$ cat config.mk
export PLATFORM = sky130hd
export DESIGN_NAME = alu_decode_stage_flat
export DESIGN_NICKNAME = d
export VERILOG_FILES = /design/src/rtl/alu_decode_stage_if.sv /design/src/rtl/alu_decode_stage.sv /design/src/flat_wrapper.sv
export SDC_FILE = /design/constraint.sdc
export NUM_CORES = 1
export LEC_CHECK = 0
export CAP_MARGIN = 10
export CORE_UTILIZATION = 42
export DETAILED_ROUTE_END_ITERATION = 6
export PLACE_DENSITY = 0.82
export SLEW_MARGIN = 5
export SYNTH_ARGS = -nofsm -noshare
export SYNTH_HDL_FRONTEND = slang
export SYNTH_SLANG_ARGS = --single-unit
$ cat constraint.sdc
create_clock -name clk -period 2.85 [get_ports clk]
set_input_delay 0.4275 -clock clk [delete_from_list [all_inputs] [get_ports clk]]
set_output_delay 0.4275 -clock clk [all_outputs]
set_load 0.01 [all_outputs]
$ cat src/rtl/alu_decode_stage_if.sv
// Handshake bundle between IFU, the ALU-control decode stage and EXU.
// "slave" is the decode stage itself. "master" is the environment that feeds it and drains it.
interface alu_decode_stage_if #(
  parameter int PC_W = 32
);
  logic            in_valid;
  logic            in_ready;
  logic [31:0]     in_inst;
  logic [PC_W-1:0] in_pc;
  logic            out_valid;
  logic            out_ready;
  logic [4:0]      out_alu_ctrl;
  logic            out_word;
  logic            out_illegal;
  logic [31:0]     out_inst;
  logic [PC_W-1:0] out_pc;

  modport master (
    output in_valid, in_inst, in_pc, out_ready,
    input  in_ready, out_valid, out_alu_ctrl, out_word, out_illegal, out_inst, out_pc
  );

  modport slave (
    input  in_valid, in_inst, in_pc, out_ready,
    output in_ready, out_valid, out_alu_ctrl, out_word, out_illegal, out_inst, out_pc
  );
endinterface

$ cat src/rtl/alu_decode_stage.sv
// Registered ALU-control decode: one instruction per transfer, one output register,
// full throughput, synchronous flush. The decoder covers RV32I/RV64I and optionally M.
module alu_decode_stage #(
  parameter int XLEN  = 32,
  parameter int HAS_M = 0,
  parameter int PC_W  = 32
) (
  input  logic clk,
  input  logic rst_n,
  input  logic flush,
  alu_decode_stage_if.slave bus
);
  localparam bit IS64 = (XLEN == 64);
  localparam bit M_EN = (HAS_M != 0);

  localparam logic [6:0] OP_LUI    = 7'b0110111;
  localparam logic [6:0] OP_AUIPC  = 7'b0010111;
  localparam logic [6:0] OP_JAL    = 7'b1101111;
  localparam logic [6:0] OP_JALR   = 7'b1100111;
  localparam logic [6:0] OP_BRANCH = 7'b1100011;
  localparam logic [6:0] OP_LOAD   = 7'b0000011;
  localparam logic [6:0] OP_STORE  = 7'b0100011;
  localparam logic [6:0] OP_IMM    = 7'b0010011;
  localparam logic [6:0] OP_OP     = 7'b0110011;
  localparam logic [6:0] OP_FENCE  = 7'b0001111;
  localparam logic [6:0] OP_SYSTEM = 7'b1110011;
  localparam logic [6:0] OP_IMM32  = 7'b0011011;
  localparam logic [6:0] OP_OP32   = 7'b0111011;

  typedef struct packed {
    logic [4:0] ctrl;
    logic       word;
    logic       ill;
  } dec_t;

  logic [6:0] opc, f7;
  logic [2:0] f3;
  dec_t       dec;

  assign opc = bus.in_inst[6:0];
  assign f3  = bus.in_inst[14:12];
  assign f7  = bus.in_inst[31:25];

  always_comb begin
    dec = '0;
    case (opc)
      OP_LUI:                                 dec.ctrl = 5'd1;
      OP_AUIPC, OP_JAL, OP_FENCE, OP_SYSTEM:  dec.ctrl = 5'd0;
      OP_JALR: begin
        dec.ctrl = 5'd3;
        dec.ill  = (f3 != 3'b000);
      end
      OP_BRANCH: begin
        case (f3)
          3'b000:  dec.ctrl = 5'd13;
          3'b001:  dec.ctrl = 5'd18;
          3'b100:  dec.ctrl = 5'd16;
          3'b101:  dec.ctrl = 5'd14;
          3'b110:  dec.ctrl = 5'd17;
          3'b111:  dec.ctrl = 5'd15;
          default: dec.ill  = 1'b1;
        endcase
      end
      // ld / lwu / sd only exist on RV64
      OP_LOAD: begin
        case (f3)
          3'b000, 3'b001, 3'b010, 3'b100, 3'b101: dec.ill = 1'b0;
          3'b011, 3'b110:                         dec.ill = !IS64;
          default:                                dec.ill = 1'b1;
        endcase
      end
      OP_STORE: begin
        case (f3)
          3'b000, 3'b001, 3'b010: dec.ill = 1'b0;
          3'b011:                 dec.ill = !IS64;
          default:                dec.ill = 1'b1;
        endcase
      end
      OP_IMM: begin
        case (f3)
          3'b000: dec.ctrl = 5'd0;
          3'b010: dec.ctrl = 5'd12;
          3'b011: dec.ctrl = 5'd4;
          3'b100: dec.ctrl = 5'd5;
          3'b110: dec.ctrl = 5'd6;
          3'b111: dec.ctrl = 5'd7;
          3'b001: begin
            dec.ctrl = 5'd19;
            dec.ill  = (f7[6:1] != 6'b000000) || (!IS64 && f7[0]);
          end
          default: begin
            if (f7[6:1] == 6'b000000)      dec.ctrl = 5'd21;
            else if (f7[6:1] == 6'b010000) dec.ctrl = 5'd20;
            else                           dec.ill  = 1'b1;
            if (!IS64 && f7[0]) dec.ill = 1'b1;
          end
        endcase
      end
      OP_OP: begin
        if (f7 == 7'b0000000) begin
          case (f3)
            3'b000:  dec.ctrl = 5'd0;
            3'b001:  dec.ctrl = 5'd8;
            3'b010:  dec.ctrl = 5'd12;
            3'b011:  dec.ctrl = 5'd4;
            3'b100:  dec.ctrl = 5'd5;
            3'b101:  dec.ctrl = 5'd10;
            3'b110:  dec.ctrl = 5'd6;
            default: dec.ctrl = 5'd7;
          endcase
        end else if (f7 == 7'b0100000) begin
          case (f3)
            3'b000:  dec.ctrl = 5'd2;
            3'b101:  dec.ctrl = 5'd9;
            default: dec.ill  = 1'b1;
          endcase
        end else if (f7 == 7'b0000001 && M_EN) begin
          // M codes 22..29 follow funct3 order
          dec.ctrl = 5'd22 + {2'b00, f3};
        end else begin
          dec.ill = 1'b1;
        end
      end
      OP_IMM32: begin
        dec.word = 1'b1;
        if (!IS64) dec.ill = 1'b1;
        else begin
          case (f3)
            3'b000: dec.ctrl = 5'd0;
            3'b001: begin
              dec.ctrl = 5'd19;
              dec.ill  = (f7 != 7'b0000000);
            end
            3'b101: begin
              if (f7 == 7'b0000000)      dec.ctrl = 5'd21;
              else if (f7 == 7'b0100000) dec.ctrl = 5'd20;
              else                       dec.ill  = 1'b1;
            end
            default: dec.ill = 1'b1;
          endcase
        end
      end
      OP_OP32: begin
        dec.word = 1'b1;
        if (!IS64) dec.ill = 1'b1;
        else if (f7 == 7'b0000000) begin
          case (f3)
            3'b000:  dec.ctrl = 5'd0;
            3'b001:  dec.ctrl = 5'd8;
            3'b101:  dec.ctrl = 5'd10;
            default: dec.ill  = 1'b1;
          endcase
        end else if (f7 == 7'b0100000) begin
          case (f3)
            3'b000:  dec.ctrl = 5'd2;
            3'b101:  dec.ctrl = 5'd9;
            default: dec.ill  = 1'b1;
          endcase
        end else if (f7 == 7'b0000001 && M_EN) begin
          case (f3)
            3'b000:  dec.ctrl = 5'd22;
            3'b100:  dec.ctrl = 5'd26;
            3'b101:  dec.ctrl = 5'd27;
            3'b110:  dec.ctrl = 5'd28;
            3'b111:  dec.ctrl = 5'd29;
            default: dec.ill  = 1'b1;
          endcase
        end else begin
          dec.ill = 1'b1;
        end
      end
      default: dec.ill = 1'b1;
    endcase
    if (dec.ill) begin
      dec.ctrl = 5'd0;
      dec.word = 1'b0;
    end
  end

  // Output register
  logic            out_valid_q, out_valid_d;
  dec_t            dec_q, dec_d;
  logic [31:0]     inst_q, inst_d;
  logic [PC_W-1:0] pc_q, pc_d;
  logic            in_ready, capture;

  assign in_ready = !out_valid_q || bus.out_ready;
  assign capture  = bus.in_valid && in_ready && !flush;

  always_comb begin
    out_valid_d = out_valid_q;
    dec_d       = dec_q;
    inst_d      = inst_q;
    pc_d        = pc_q;
    if (capture) begin
      out_valid_d = 1'b1;
      dec_d       = dec;
      inst_d      = bus.in_inst;
      pc_d        = bus.in_pc;
    end else if (bus.out_ready) begin
      out_valid_d = 1'b0;
    end
    if (flush) out_valid_d = 1'b0;
  end

  always_ff @(posedge clk or negedge rst_n) begin
    if (!rst_n) begin
      out_valid_q <= 1'b0;
      dec_q       <= '0;
      inst_q      <= '0;
      pc_q        <= '0;
    end else begin
      out_valid_q <= out_valid_d;
      dec_q       <= dec_d;
      inst_q      <= inst_d;
      pc_q        <= pc_d;
    end
  end

  assign bus.in_ready     = in_ready;
  assign bus.out_valid    = out_valid_q;
  assign bus.out_alu_ctrl = dec_q.ctrl;
  assign bus.out_word     = dec_q.word;
  assign bus.out_illegal  = dec_q.ill;
  assign bus.out_inst     = inst_q;
  assign bus.out_pc       = pc_q;
endmodule

$ cat src/flat_wrapper.sv
// flat-port wrapper written by rule: the top's interface ports become plain ports
module alu_decode_stage_flat 
#(
  parameter int XLEN  = 32,
  parameter int HAS_M = 0,
  parameter int PC_W  = 32
)
  (clk, rst_n, flush, bus_in_valid, bus_in_inst, bus_in_pc, bus_out_ready, bus_in_ready, bus_out_valid, bus_out_alu_ctrl, bus_out_word, bus_out_illegal, bus_out_inst, bus_out_pc);
  alu_decode_stage_if #(.PC_W(PC_W)) bus_i ();
  input  logic clk;
  input  logic rst_n;
  input  logic flush;
  input wire logic [$bits(bus_i.in_valid)-1:0] bus_in_valid;
  input wire logic [$bits(bus_i.in_inst)-1:0] bus_in_inst;
  input wire logic [$bits(bus_i.in_pc)-1:0] bus_in_pc;
  input wire logic [$bits(bus_i.out_ready)-1:0] bus_out_ready;
  output wire logic [$bits(bus_i.in_ready)-1:0] bus_in_ready;
  output wire logic [$bits(bus_i.out_valid)-1:0] bus_out_valid;
  output wire logic [$bits(bus_i.out_alu_ctrl)-1:0] bus_out_alu_ctrl;
  output wire logic [$bits(bus_i.out_word)-1:0] bus_out_word;
  output wire logic [$bits(bus_i.out_illegal)-1:0] bus_out_illegal;
  output wire logic [$bits(bus_i.out_inst)-1:0] bus_out_inst;
  output wire logic [$bits(bus_i.out_pc)-1:0] bus_out_pc;
  assign bus_i.in_valid = bus_in_valid;
  assign bus_i.in_inst = bus_in_inst;
  assign bus_i.in_pc = bus_in_pc;
  assign bus_i.out_ready = bus_out_ready;
  assign bus_in_ready = bus_i.in_ready;
  assign bus_out_valid = bus_i.out_valid;
  assign bus_out_alu_ctrl = bus_i.out_alu_ctrl;
  assign bus_out_word = bus_i.out_word;
  assign bus_out_illegal = bus_i.out_illegal;
  assign bus_out_inst = bus_i.out_inst;
  assign bus_out_pc = bus_i.out_pc;
  alu_decode_stage #(.XLEN(XLEN), .HAS_M(HAS_M), .PC_W(PC_W)) u_core (.clk(clk), .rst_n(rst_n), .flush(flush), .bus(bus_i));
endmodule
---- Word level (Yosys, flattened, before mapping) ----
Index checks and enable logic that the tools add are counted.
cells by class
  equality and inequality tests ........... 22
  multiplexer cells ....................... 25
  reductions and logical operators ........ 19
operators by type and width
  kind                  count
  $eq A7 B6 Y1 const B  5
  $pmux W5 S7           1
  $pmux W5 S6           1
  $eq A7 B7 Y1 const B  4
  $pmux W4 S7           1
  $pmux W5 S5           1
  $eq A7 B5 Y1 const B  3
  $mux W5               4
  $mux W1               13
  $eq A3 B3 Y1 const B  4
  $reduce_or A6 Y1      2
  $reduce_or A5 Y1      2
  $pmux W4 S2           1
  $eq A7 B2 Y1 const B  1
  $eq A7 B4 Y1 const B  1
  $logic_not A7 Y1      1
  $pmux W1 S7           1
  $eq A3 B2 Y1 const B  2
  $eq A6 B5 Y1 const B  1
  $logic_not A6 Y1      1
  $mux W6               1
  $reduce_bool A3 Y1    2
  $reduce_bool A6 Y1    1
  $reduce_or A2 Y1      2
  other kinds (7)       10
word-level totals
  input port bits ......................... 69
  output and inout port bits .............. 73
  logic and storage cells ................. 72
  register bits after elaboration ......... 72

---- Logic depth before layout (Yosys ltp) ----
Gate-level depths: netlist of run 1.
  depth after elaboration ................. 7
  depth in mapped cells ................... 7
  mapped depth without buffers ............ 6

---- Least setup slack after synthesis of run 1 ----
OpenSTA, ideal clock, no wires.
  kind .................................... input to register
  from .................................... input bus_in_inst[5]
  to ...................................... register u_core.dec_q (netlist bit u_core.bus.out_alu_ctrl[3])
  library setup time ...................... 0.092 ns
  data required time ...................... 2.758 ns
  path slack .............................. 0.766 ns
  path buffers ............................ 1
  stages .................................. 7
  arrival time ............................ 1.992 ns
  path through ............................ buf_4 -> nor2b_2 -> o2bb2ai_1 -> a2bb2oi_1 -> or4_4 -> or3_4 -> o31ai_2
between the ends
  longest elaborated chain between the ends .. 4
  elaborated cells on any way between the ends .. 15
  those cells by class .................... eq/ne (11); mux (3); reduce/logical (1)
RTL lines
  what                                        RTL line                 source
  start, declared                             flat_wrapper.sv:14       input wire logic [$bits(bus_i.in_inst)-1:0] bus_in_inst;
  $eq A7 B5 Y1, or another cell as far along  alu_decode_stage.sv:46   case (opc)
  $reduce_or A5 Y1 (no line)                  --
  $pmux W1 S7                                 alu_decode_stage.sv:46
  $mux W6 (*)                                 alu_decode_stage.sv:174  if (dec.ill) begin
  end signal, assigned                        alu_decode_stage.sv:209  dec_q <= '0;
  end signal, assigned                        alu_decode_stage.sv:214  dec_q <= dec_d;
  end, declared                               alu_decode_stage.sv:182  dec_t dec_q, dec_d;
Every way passes the cells marked *; elsewhere a longest branch is shown, timed or not.
A chain may end at the register's enable or synchronous reset.

---- Final worst setup path of run 1 ----
  from .................................... input bus_in_inst[2]
  to ...................................... register u_core.dec_q (netlist bit u_core.bus.out_alu_ctrl[3])
The elaborated chain is that of the path after synthesis.

==> results.py, run 1 <==
metrics = {
    "finish": {
        "n_antenna_cell": 0,
        "areaGrowthSynthToFinish_pct": 51.8,
        "final_common_cell": "nand2_1",
        "final_cell_mix": "nand2_1, clkdlybuf4s50_1, dfrtp_1, nor2_1, buf_4",
        "drive_gt1_frac": 0.0706,
        "stdcell_count": 637,
        "final_nets": 602,
    },
    "die": {
        "num_io_pins": 142,
        "row_count": 31,
        "die_area_um2": 8180,
        "die_h_um": 90.4,
        "start_util": 0.444,
        "coreArea_um2": 7410,
        "die_w_um": 90.4,
    },
    "clock_network": {
        "cts_tree": "built",
        "path_clk_slew_ns": 0.07,
        "clock_sinks": 72,
        "clkLatencyLatePin_ns": 0.34,
        "cts_hold_buffers": 0,
        "htree_levels": 3,
        "cts_buffer_depth": 2,
        "numCtsBuffers": 9,
        "cts-root-buf": "clkbuf_8",
        "cts_setup_buffers": 0,
        "cts.repair.resized": 0,
    },
    "timing": {
        "slew_violations": 0,
        "fin_crit_ns": 2.36,
        "finalCritPeriodShare": 0.829,
        "fin_hold_ws_ns": 0.193,
        "setup_tns_ns": 0,
        "hold_viol": 0,
        "rsz0062_at_grt": "false",
        "finalSetupViolCount": 0,
        "finalClockSkew_ns": 0.00908,
        "slew-limit-headroom": 0.423,
        "clock.fmax_mhz": 423,
        "tightest_slew_ns": 0.866,
    },
    "logic_synthesis": {
        "syn_area_per_cell_um2": 8.45,
        "synth_seq_area_share": 0.548,
        "syn_area_um2": 3290,
        "ys_warn_count": 0,
        "synth-async-reset-ratio": 1.00,
        "synthDistinctLibCells": 45,
        "synth_edf_count": 0,
        "synth-seq-cells": 72,
        "syn_nets": 458,
        "syn_inst": 389,
        "synth_ff_type": "dfrtp_1",
    },
    "flow_run": {
        "drv_cap": 0,
    },
    "grt": {
        "grt_max_degree": 73,
        "grt_pass1_wl_um": 15000,
        "antenna_found_initial": 0,
        "grt.overflow.total": 0,
        "grt_pass1_vias": 3147,
        "grt_use_total": 0.227,
    },
    "power_and_ir_drop": {
        "leakage_nw": 2.33,
        "p_total_mw": 2.62,
        "p_per_area_nw_per_um2": 525,
        "ir_drop_mv": 0.325,
    },
    "setup_path": {
        "ff2ff_path_depth": 6,
        "crit_type": "in -> reg",
        "slowest_stage": "clkdlybuf4s50_1",
        "crit_path_start_kind": "input pin",
        "cp_cell_sequence": "clkdlybuf4s50_1 -> nor2b_2 -> o2bb2ai_1 -> a2bb2oi_1 -> or4_4 -> or3_4 -> o31ai_2",
        "r2r-end": "u_core.bus.out_alu_ctrl[3]$_DFFE_PN0P_",
        "path_buf_inv": 1,
        "cpLargestDelayFamily": "simple AND/OR/NAND/NOR gates",
        "end_kind": "register",
        "critPathArrivalTime_ns": 2.60,
        "required_ns": 3.09,
        "r2r_start": "u_core.bus.out_valid$_DFFE_PN0P_",
        "critPathMaxStageDelay_ns": 0.60,
        "ff2ff_setup_slack_ns": 0.76,
        "crit_fanout": 9,
        "crit_path_start": "bus_in_inst[2]",
    },
    "min_path": {
        "min-delay-path-class": "in -> async",
    },
    "detailed_routing": {
        "vias": 3083,
        "wl_per_cell_um": 13.6,
        "drt_iter0_drc": 97,
        "totalWireLength_um": 8680,
        "first_pass_iters": 4,
        "avgViaCountPerCell": 4.84,
        "ant_nets": 0,
        "drc_errors": 0,
    },
    "run_status": {
        "status": "complete, no violations",
    },
    "place": {
        "portBuffers": 141,
        "dp_hpwl_um": 6200,
        "placed_cells": 621,
        "place.gp.congestion": 0.876,
    },
}
[Yosys cell counts (2+ instances only)]
cell       number  area share
a21oi_1         7       0.011
a22o_1          5       0.013
a22oi_1         2      0.0046
a2bb2oi_1       2      0.0053
a31oi_1         2      0.0038
and2_1          3      0.0057
and2b_1         3      0.0069
buf_6           3       0.010
clkbuf_1       17       0.019
dfrtp_1        72        0.55
inv_1           3      0.0034
nand2_1       198        0.23
nand2b_1        2      0.0038
nand3_1         4      0.0061
nand3b_1        2      0.0046
nor2_1         14       0.016
nor2b_1         6       0.011
nor3_1          7       0.011
nor4b_1         2      0.0053
o211ai_1        2      0.0046
o21ai_0         9       0.014
[sequential cells by signal (all words and copies together), names as in the netlist]
name,cells
u_core.bus.out_alu_ctrl,5
u_core.bus.out_word,1
u_core.bus.out_inst,32
u_core.bus.out_illegal,1
u_core.bus.out_valid,1
u_core.bus.out_pc,32
[worst max path at each step]
stage	to	depth (start not counted)	slack, ns
global placement	u_core.bus.out_alu_ctrl[3]$_DFFE_PN0P_	7	0.14
finish	u_core.bus.out_alu_ctrl[3]$_DFFE_PN0P_	7	0.49
global route	u_core.bus.out_alu_ctrl[3]$_DFFE_PN0P_	9	0.37
CTS	u_core.bus.out_alu_ctrl[3]$_DFFE_PN0P_	7	0.49
detailed placement	u_core.bus.out_alu_ctrl[3]$_DFFE_PN0P_	7	0.14
floorplan	u_core.bus.out_alu_ctrl[3]$_DFFE_PN0P_	7	0.77
[metal layers]
layer / track usage / routed length [µm]
met5: 0 / 0
met4: 0.0712 / 122
met3: 0.0539 / 625
met2: 0.387 / 4120
met1: 0.284 / 3810
[report_power, final]
group | internal, mW | leakage, nW | switching (mW)
registers | 1.15 | 0.898 | 0.0702
logic | 0.389 | 1.35 | 0.301
clock network | 0.319 | 0.0831 | 0.385
[stage by stage]
step | worst slack, ns | instance area, µm² | util
after floorplan | 0.766 | 3290 | -
after global placement | 0.140 | 4820 | 0.650
after detailed placement | 0.142 | 4820 | 0.650
after CTS | 0.486 | 4990 | 0.673
after global routing | 0.373 | 4990 | 0.673
final | 0.487 | 4990 | 0.673
[cell families (layout without fill, tap and decap cells)]
group,count (synthesis),count (layout),share of synthesized area
buf+inv,25,174,0.0366
compound gates,41,41,0.0910
flops,72,72,0.548
simple gates,251,251,0.324
[layout make-up]
type                            instances  area, µm²
Fill cell                             612       2420
Sequential cell                        72       1800
Timing Repair Buffer                  154       1510
Multi-Input combinational cell        292       1370
Clock buffer                           10        128
Tap cell                               99        124
Clock inverter                          6       42.5
Inverter                                4       15.0
Note: power is estimated with default switching activity, not from simulation.
==> inputs of run 2 (changes only) <==
Settings changed: CORE_UTILIZATION 42 to 38, PLACE_DENSITY 0.82 to 0.78.
Clock period 2.85 ns to 2 ns, I/O delays scaled along.
==> run 2 against run 1 <==
Against the previous run:
- die area grew 10%
- routed wire length grew 5.8%
- total power grew 54%
- largest cell class unchanged
- clock skew grew 0.0038 ns
- critical path depth shrank 1
- combinational power grew 49%
- via count grew 4.5%
- critical endpoint unchanged
- hold slack gained 0.10 ns
- worst setup slack lost 0.47 ns
- core utilization shrank 3.2 points
- first-iteration DRC count grew 10%
- register-to-register slack lost 0.74 ns
==> results.py, run 2 (synthesis gave the netlist of run 1 again) <==
metrics = {
    "setup_path": {
        "crit_type": "reg -> reg",
        "critPathArrivalTime_ns": 2.22,
        "cp_cell_sequence": "nor2b_4 -> nor3b_4 -> nand3_2 -> or4_4 -> or3_4 -> o31ai_4",
        "crit_path_start_kind": "register",
        "crit_fanout": 3,
        "cpLargestDelayFamily": "simple AND/OR/NAND/NOR gates",
        "path_buf_inv": 0,
        "slowest_stage": "or4_4",
        "critPathMaxStageDelay_ns": 0.44,
        "required_ns": 2.24,
        "end_kind": "register",
    },
    "clock_network": {
        "cts-root-buf": "clkbuf_8",
        "path_clk_slew_ns": 0.08,
        "cts_tree": "built",
        "numCtsBuffers": 9,
        "htree_levels": 3,
        "clkLatencyLatePin_ns": 0.34,
        "clock_sinks": 72,
        "cts_buffer_depth": 2,
    },
    "place": {
        "portBuffers": 141,
        "place_ws_ns": -0.538,
        "place.gp.congestion": 0.908,
        "dp_hpwl_um": 6790,
        "placed_cells": 654,
    },
    "grt": {
        "grt.overflow.total": 0,
        "grt_use_total": 0.209,
        "grt_pass1_wl_um": 14600,
        "antenna_found_initial": 0,
        "grt_pass1_vias": 3165,
        "grt_max_degree": 63,
    },
    "power_and_ir_drop": {
        "p_total_mw": 4.04,
        "ir_drop_mv": 0.458,
        "leakage_nw": 2.53,
        "p_per_area_nw_per_um2": 759,
    },
    "detailed_routing": {
        "vias": 3223,
        "ant_nets": 0,
        "drc_errors": 0,
        "avgViaCountPerCell": 4.80,
        "first_pass_iters": 6,
        "totalWireLength_um": 9190,
        "drt_iter0_drc": 107,
        "wl_per_cell_um": 13.7,
    },
    "finish": {
        "areaGrowthSynthToFinish_pct": 62.0,
        "n_antenna_cell": 0,
        "final_nets": 632,
        "drive_gt1_frac": 0.129,
        "final_common_cell": "nand2_1",
        "stdcell_count": 672,
        "final_cell_mix": "nand2_1, clkdlybuf4s50_1, dfrtp_1, buf_4, nor2_1",
        "fillerInstances": 711,
    },
    "timing": {
        "hold_viol": 0,
        "fin_crit_ns": 1.98,
        "rsz0062_at_grt": "true",
        "finalClockSkew_ns": 0.0129,
        "tightest_slew_ns": 0.623,
        "finalSetupViolCount": 0,
        "slew_violations": 0,
        "finalCritPeriodShare": 0.990,
        "fin_ws_ns": 0.0191,
        "slew-limit-headroom": 0.585,
        "clock.fmax_mhz": 505,
    },
    "run_status": {
        "status": "complete, no violations",
    },
    "die": {
        "coreArea_um2": 8300,
        "row_count": 33,
        "die_w_um": 95.0,
        "num_io_pins": 142,
        "die_h_um": 95.0,
        "die_area_um2": 9020,
        "start_util": 0.396,
    },
    "min_path": {
        "min-delay-path-class": "in -> reg",
    },
    "flow_run": {
        "drv_cap": 0,
    },
}
## run 2: area by class of cell
class	instances	area, µm²	share of cell area
inverter	4	15.0	0.00282
clock inverter	5	81.3	0.0153
sequential	72	1800	0.339
tap	105	131	0.0247
clock buffer	10	138	0.0259
timing repair buffer	184	1750	0.328
multi-input combinational	292	1410	0.265
## run 2: timing repair
item / 4_1_cts / 5_1_grt
hold buffers: 1 / 0
pin swaps: 0 / 3
resized for setup: 11 / 6
endpoints found under the setup margin: 5 / 4
setup buffers: 0 / 2
endpoints found under the hold margin: 34 / 0
## run 2: metal layers
layer  share of wire  wire (µm)  up-vias  global-route usage
met2            0.49       4470       96               0.347
met3           0.070        639        8              0.0604
li1                -          -     1599                   -
met1            0.44       4000     1520               0.264
met5               0          0        -                   0
met4          0.0083         76        0              0.0606
## run 2: worst register-to-register path: stages (launching register included)
cell and delay [ns]:
dfrtp_1 0.39, nor2b_4 0.14, nor3b_4 0.21, nand3_2 0.10, or4_4 0.44, or3_4 0.42, o31ai_4 0.17
## run 2: worst paths after layout
check / startpoint / endpoint / slack (ns) / cells past startpoint
min: bus_in_inst[4] / u_core.bus.out_inst[4]$_DFFE_PN0P_ / 0.29 / 3
min in group asynchronous: rst_n / u_core.bus.out_pc[23]$_DFFE_PN0P_ / 0.46 / 2
min reg2reg: u_core.bus.out_pc[30]$_DFFE_PN0P_ / u_core.bus.out_pc[30]$_DFFE_PN0P_ / 0.48 / 2
max reg2reg: u_core.bus.out_valid$_DFFE_PN0P_ / u_core.bus.out_alu_ctrl[3]$_DFFE_PN0P_ / 0.02 / 6
max: u_core.bus.out_valid$_DFFE_PN0P_ / u_core.bus.out_alu_ctrl[3]$_DFFE_PN0P_ / 0.02 / 6
max in group asynchronous: rst_n / u_core.bus.out_inst[16]$_DFFE_PN0P_ / 0.96 / 3
## run 2: where the power goes
| part | leakage (nW) | switching [mW] | internal [mW] |
|---|---|---|---|
| logic | 1.52 | 0.446 | 0.587 |
| registers | 0.898 | 0.102 | 1.65 |
| clock network | 0.108 | 0.529 | 0.729 |
## run 2: through the flow
step | hold slack (ns) | utilization | TNS (ns) | instance area, µm²
after global routing | 0.314 | 0.641 | -0.0369 | 5320
after CTS | 0.422 | 0.638 | 0 | 5290
after detailed placement | 0.295 | 0.610 | -2.74 | 5060
after floorplan | 0.00441 | - | 0 | 3290
final | 0.294 | 0.641 | 0 | 5320
after global placement | 0.287 | 0.610 | -2.53 | 5060
==> inputs of run 3 (changes only) <==
Settings changed: CORE_ASPECT_RATIO set to 0.75.
==> run 3 against run 2 <==
Against the previous run:
- final area increased by 1.6%
- worst setup slack improved by 0.047 ns
- clock-buffer cell count increased by 1
- largest power group unchanged
- highest routed layer unchanged
- global-route usage decreased by 0.93 points
- critical path depth increased by 1
- flip-flop and latch count unchanged
- critical path type is now in -> reg
- routed wire length increased by 0.32%
==> results.py, run 3 (synthesis gave the netlist of run 1 again) <==
metrics = {
    "place": {
        "portBuffers": 141,
        "place_ws_ns": -0.452,
        "place.gp.congestion": 0.828,
        "dp_hpwl_um": 6710,
        "dpl_cell_area_um2": 5070,
    },
    "timing": {
        "setup_tns_ns": 0,
        "finalClockSkew_ns": 0.00573,
        "fin_crit_ns": 1.93,
        "finalSetupViolCount": 0,
        "fin_ws_ns": 0.0659,
        "slew_violations": 0,
        "slew-limit-headroom": 0.576,
        "clock.fmax_mhz": 517,
        "rsz0062_at_grt": "false",
        "finalCritPeriodShare": 0.967,
        "tightest_slew_ns": 0.636,
        "hold_viol": 0,
    },
    "setup_path": {
        "crit_fanout": 3,
        "crit_type": "in -> reg",
        "crit_path_start_kind": "input pin",
        "end_kind": "register",
        "required_ns": 2.24,
        "critPathArrivalTime_ns": 2.17,
        "ff2ff_setup_slack_ns": 0.10,
    },
    "finish": {
        "design_area_um2": 5410,
        "final_common_cell": "nand2_1",
        "areaGrowthSynthToFinish_pct": 64.5,
        "final_nets": 631,
        "n_antenna_cell": 0,
        "final_cell_mix": "nand2_1, clkdlybuf4s50_1, dfrtp_1, buf_4, nor2_1",
        "drive_gt1_frac": 0.125,
        "fin_util": 0.665,
    },
    "clock_network": {
        "cts_buffer_depth": 2,
        "htree_levels": 3,
        "cts-root-buf": "clkbuf_16",
        "cts_tree": "built",
        "numCtsBuffers": 9,
        "clkLatencyLatePin_ns": 0.33,
        "path_clk_slew_ns": 0.05,
        "cts_setup_buffers": 0,
        "clock_sinks": 72,
    },
    "die": {
        "num_io_pins": 142,
        "row_count": 28,
        "start_util": 0.404,
        "die_h_um": 82.5,
        "coreArea_um2": 8130,
        "die_w_um": 109,
        "die_area_um2": 9030,
    },
    "detailed_routing": {
        "totalWireLength_um": 9210,
        "ant_nets": 0,
        "avgViaCountPerCell": 4.72,
        "drc_errors": 0,
        "wl_per_cell_um": 13.7,
        "first_pass_iters": 4,
        "vias": 3171,
        "drt_iter0_drc": 182,
    },
    "flow_run": {
        "drv_cap": 0,
    },
    "grt": {
        "grt_pass1_wl_um": 13800,
        "grt_max_degree": 63,
        "antenna_found_initial": 0,
        "grt.overflow.total": 0,
        "grt_pass1_vias": 3003,
        "grt_use_total": 0.200,
    },
    "power_and_ir_drop": {
        "p_total_mw": 4.49,
        "p_per_area_nw_per_um2": 830,
        "ir_drop_mv": 0.487,
        "leakage_nw": 2.56,
    },
    "min_path": {
        "min-delay-path-class": "in -> reg",
    },
    "run_status": {
        "status": "complete, no violations",
    },
}
==> run 3: cell count changes in the layout (fill, tap and decap cells not counted), sizes merged <==
cell	before	now
clkinv	2	1
clkinvlp	1	2
buf	43	42
dlygate4sd2	7	8
==> run 3: worst paths after layout <==
kind | from | end | cells past startpoint
setup / recovery | bus_out_ready | u_core.bus.out_alu_ctrl[3]$_DFFE_PN0P_ | 7
hold / removal | bus_in_inst[2] | u_core.bus.out_inst[2]$_DFFE_PN0P_ | 3
setup reg to reg | u_core.bus.out_valid$_DFFE_PN0P_ | u_core.bus.out_alu_ctrl[3]$_DFFE_PN0P_ | 6
hold reg to reg | u_core.bus.out_pc[3]$_DFFE_PN0P_ | u_core.bus.out_pc[3]$_DFFE_PN0P_ | 2
max in group asynchronous | rst_n | u_core.bus.out_inst[4]$_DFFE_PN0P_ | 3
min in group asynchronous | rst_n | u_core.bus.out_inst[23]$_DFFE_PN0P_ | 2
==> run 3: what timing repair did <==
action	CTS	global route
endpoints found under the setup margin	4	3
resized for setup	10	2
hold buffers	1	0
endpoints found under the hold margin	36	0
pin swaps	0	1
==> run 3: layout make-up <==
| class | instances | area, µm² |
|---|---|---|
| sequential | 72 | 1800 |
| multi-input combinational | 292 | 1390 |
| fill | 661 | 2720 |
| clock buffer | 11 | 243 |
| clock inverter | 5 | 80.1 |
| inverter | 4 | 15.0 |
| tap | 105 | 131 |
| timing repair buffer | 183 | 1740 |
==> run 3: critical path: stages <==
cell and delay [ns]:
clkdlybuf4s50_1 0.51, nor2b_4 0.06, nor3b_4 0.20, nand3_1 0.11, or4_4 0.43, or3_4 0.39, o31ai_2 0.17
==> run 3: stage by stage <==
stage,instances,hold WS [ns]
after detailed placement,655,0.296
after CTS,672,0.446
after floorplan,389,0.00441
after global routing,672,0.486
final,672,0.448
after global placement,655,0.296
==> run 3: power by group <==
part           internal, mW  total [mW]  switching, mW
Sequential             1.65        1.75          0.101
Combinational         0.583        1.02          0.442
Clock                  1.12        1.71          0.589
==> run 3: per-layer routing <==
layer / wire, µm / global-route usage / vias to the layer above / part of all wire
met5: 0 / 0 / - / 0
met4: 21 / 0.0520 / 0 / 0.0023
met2: 4070 / 0.331 / 115 / 0.44
met3: 859 / 0.0636 / 5 / 0.093
li1: - / - / 1596 / -
met1: 4260 / 0.254 / 1455 / 0.46
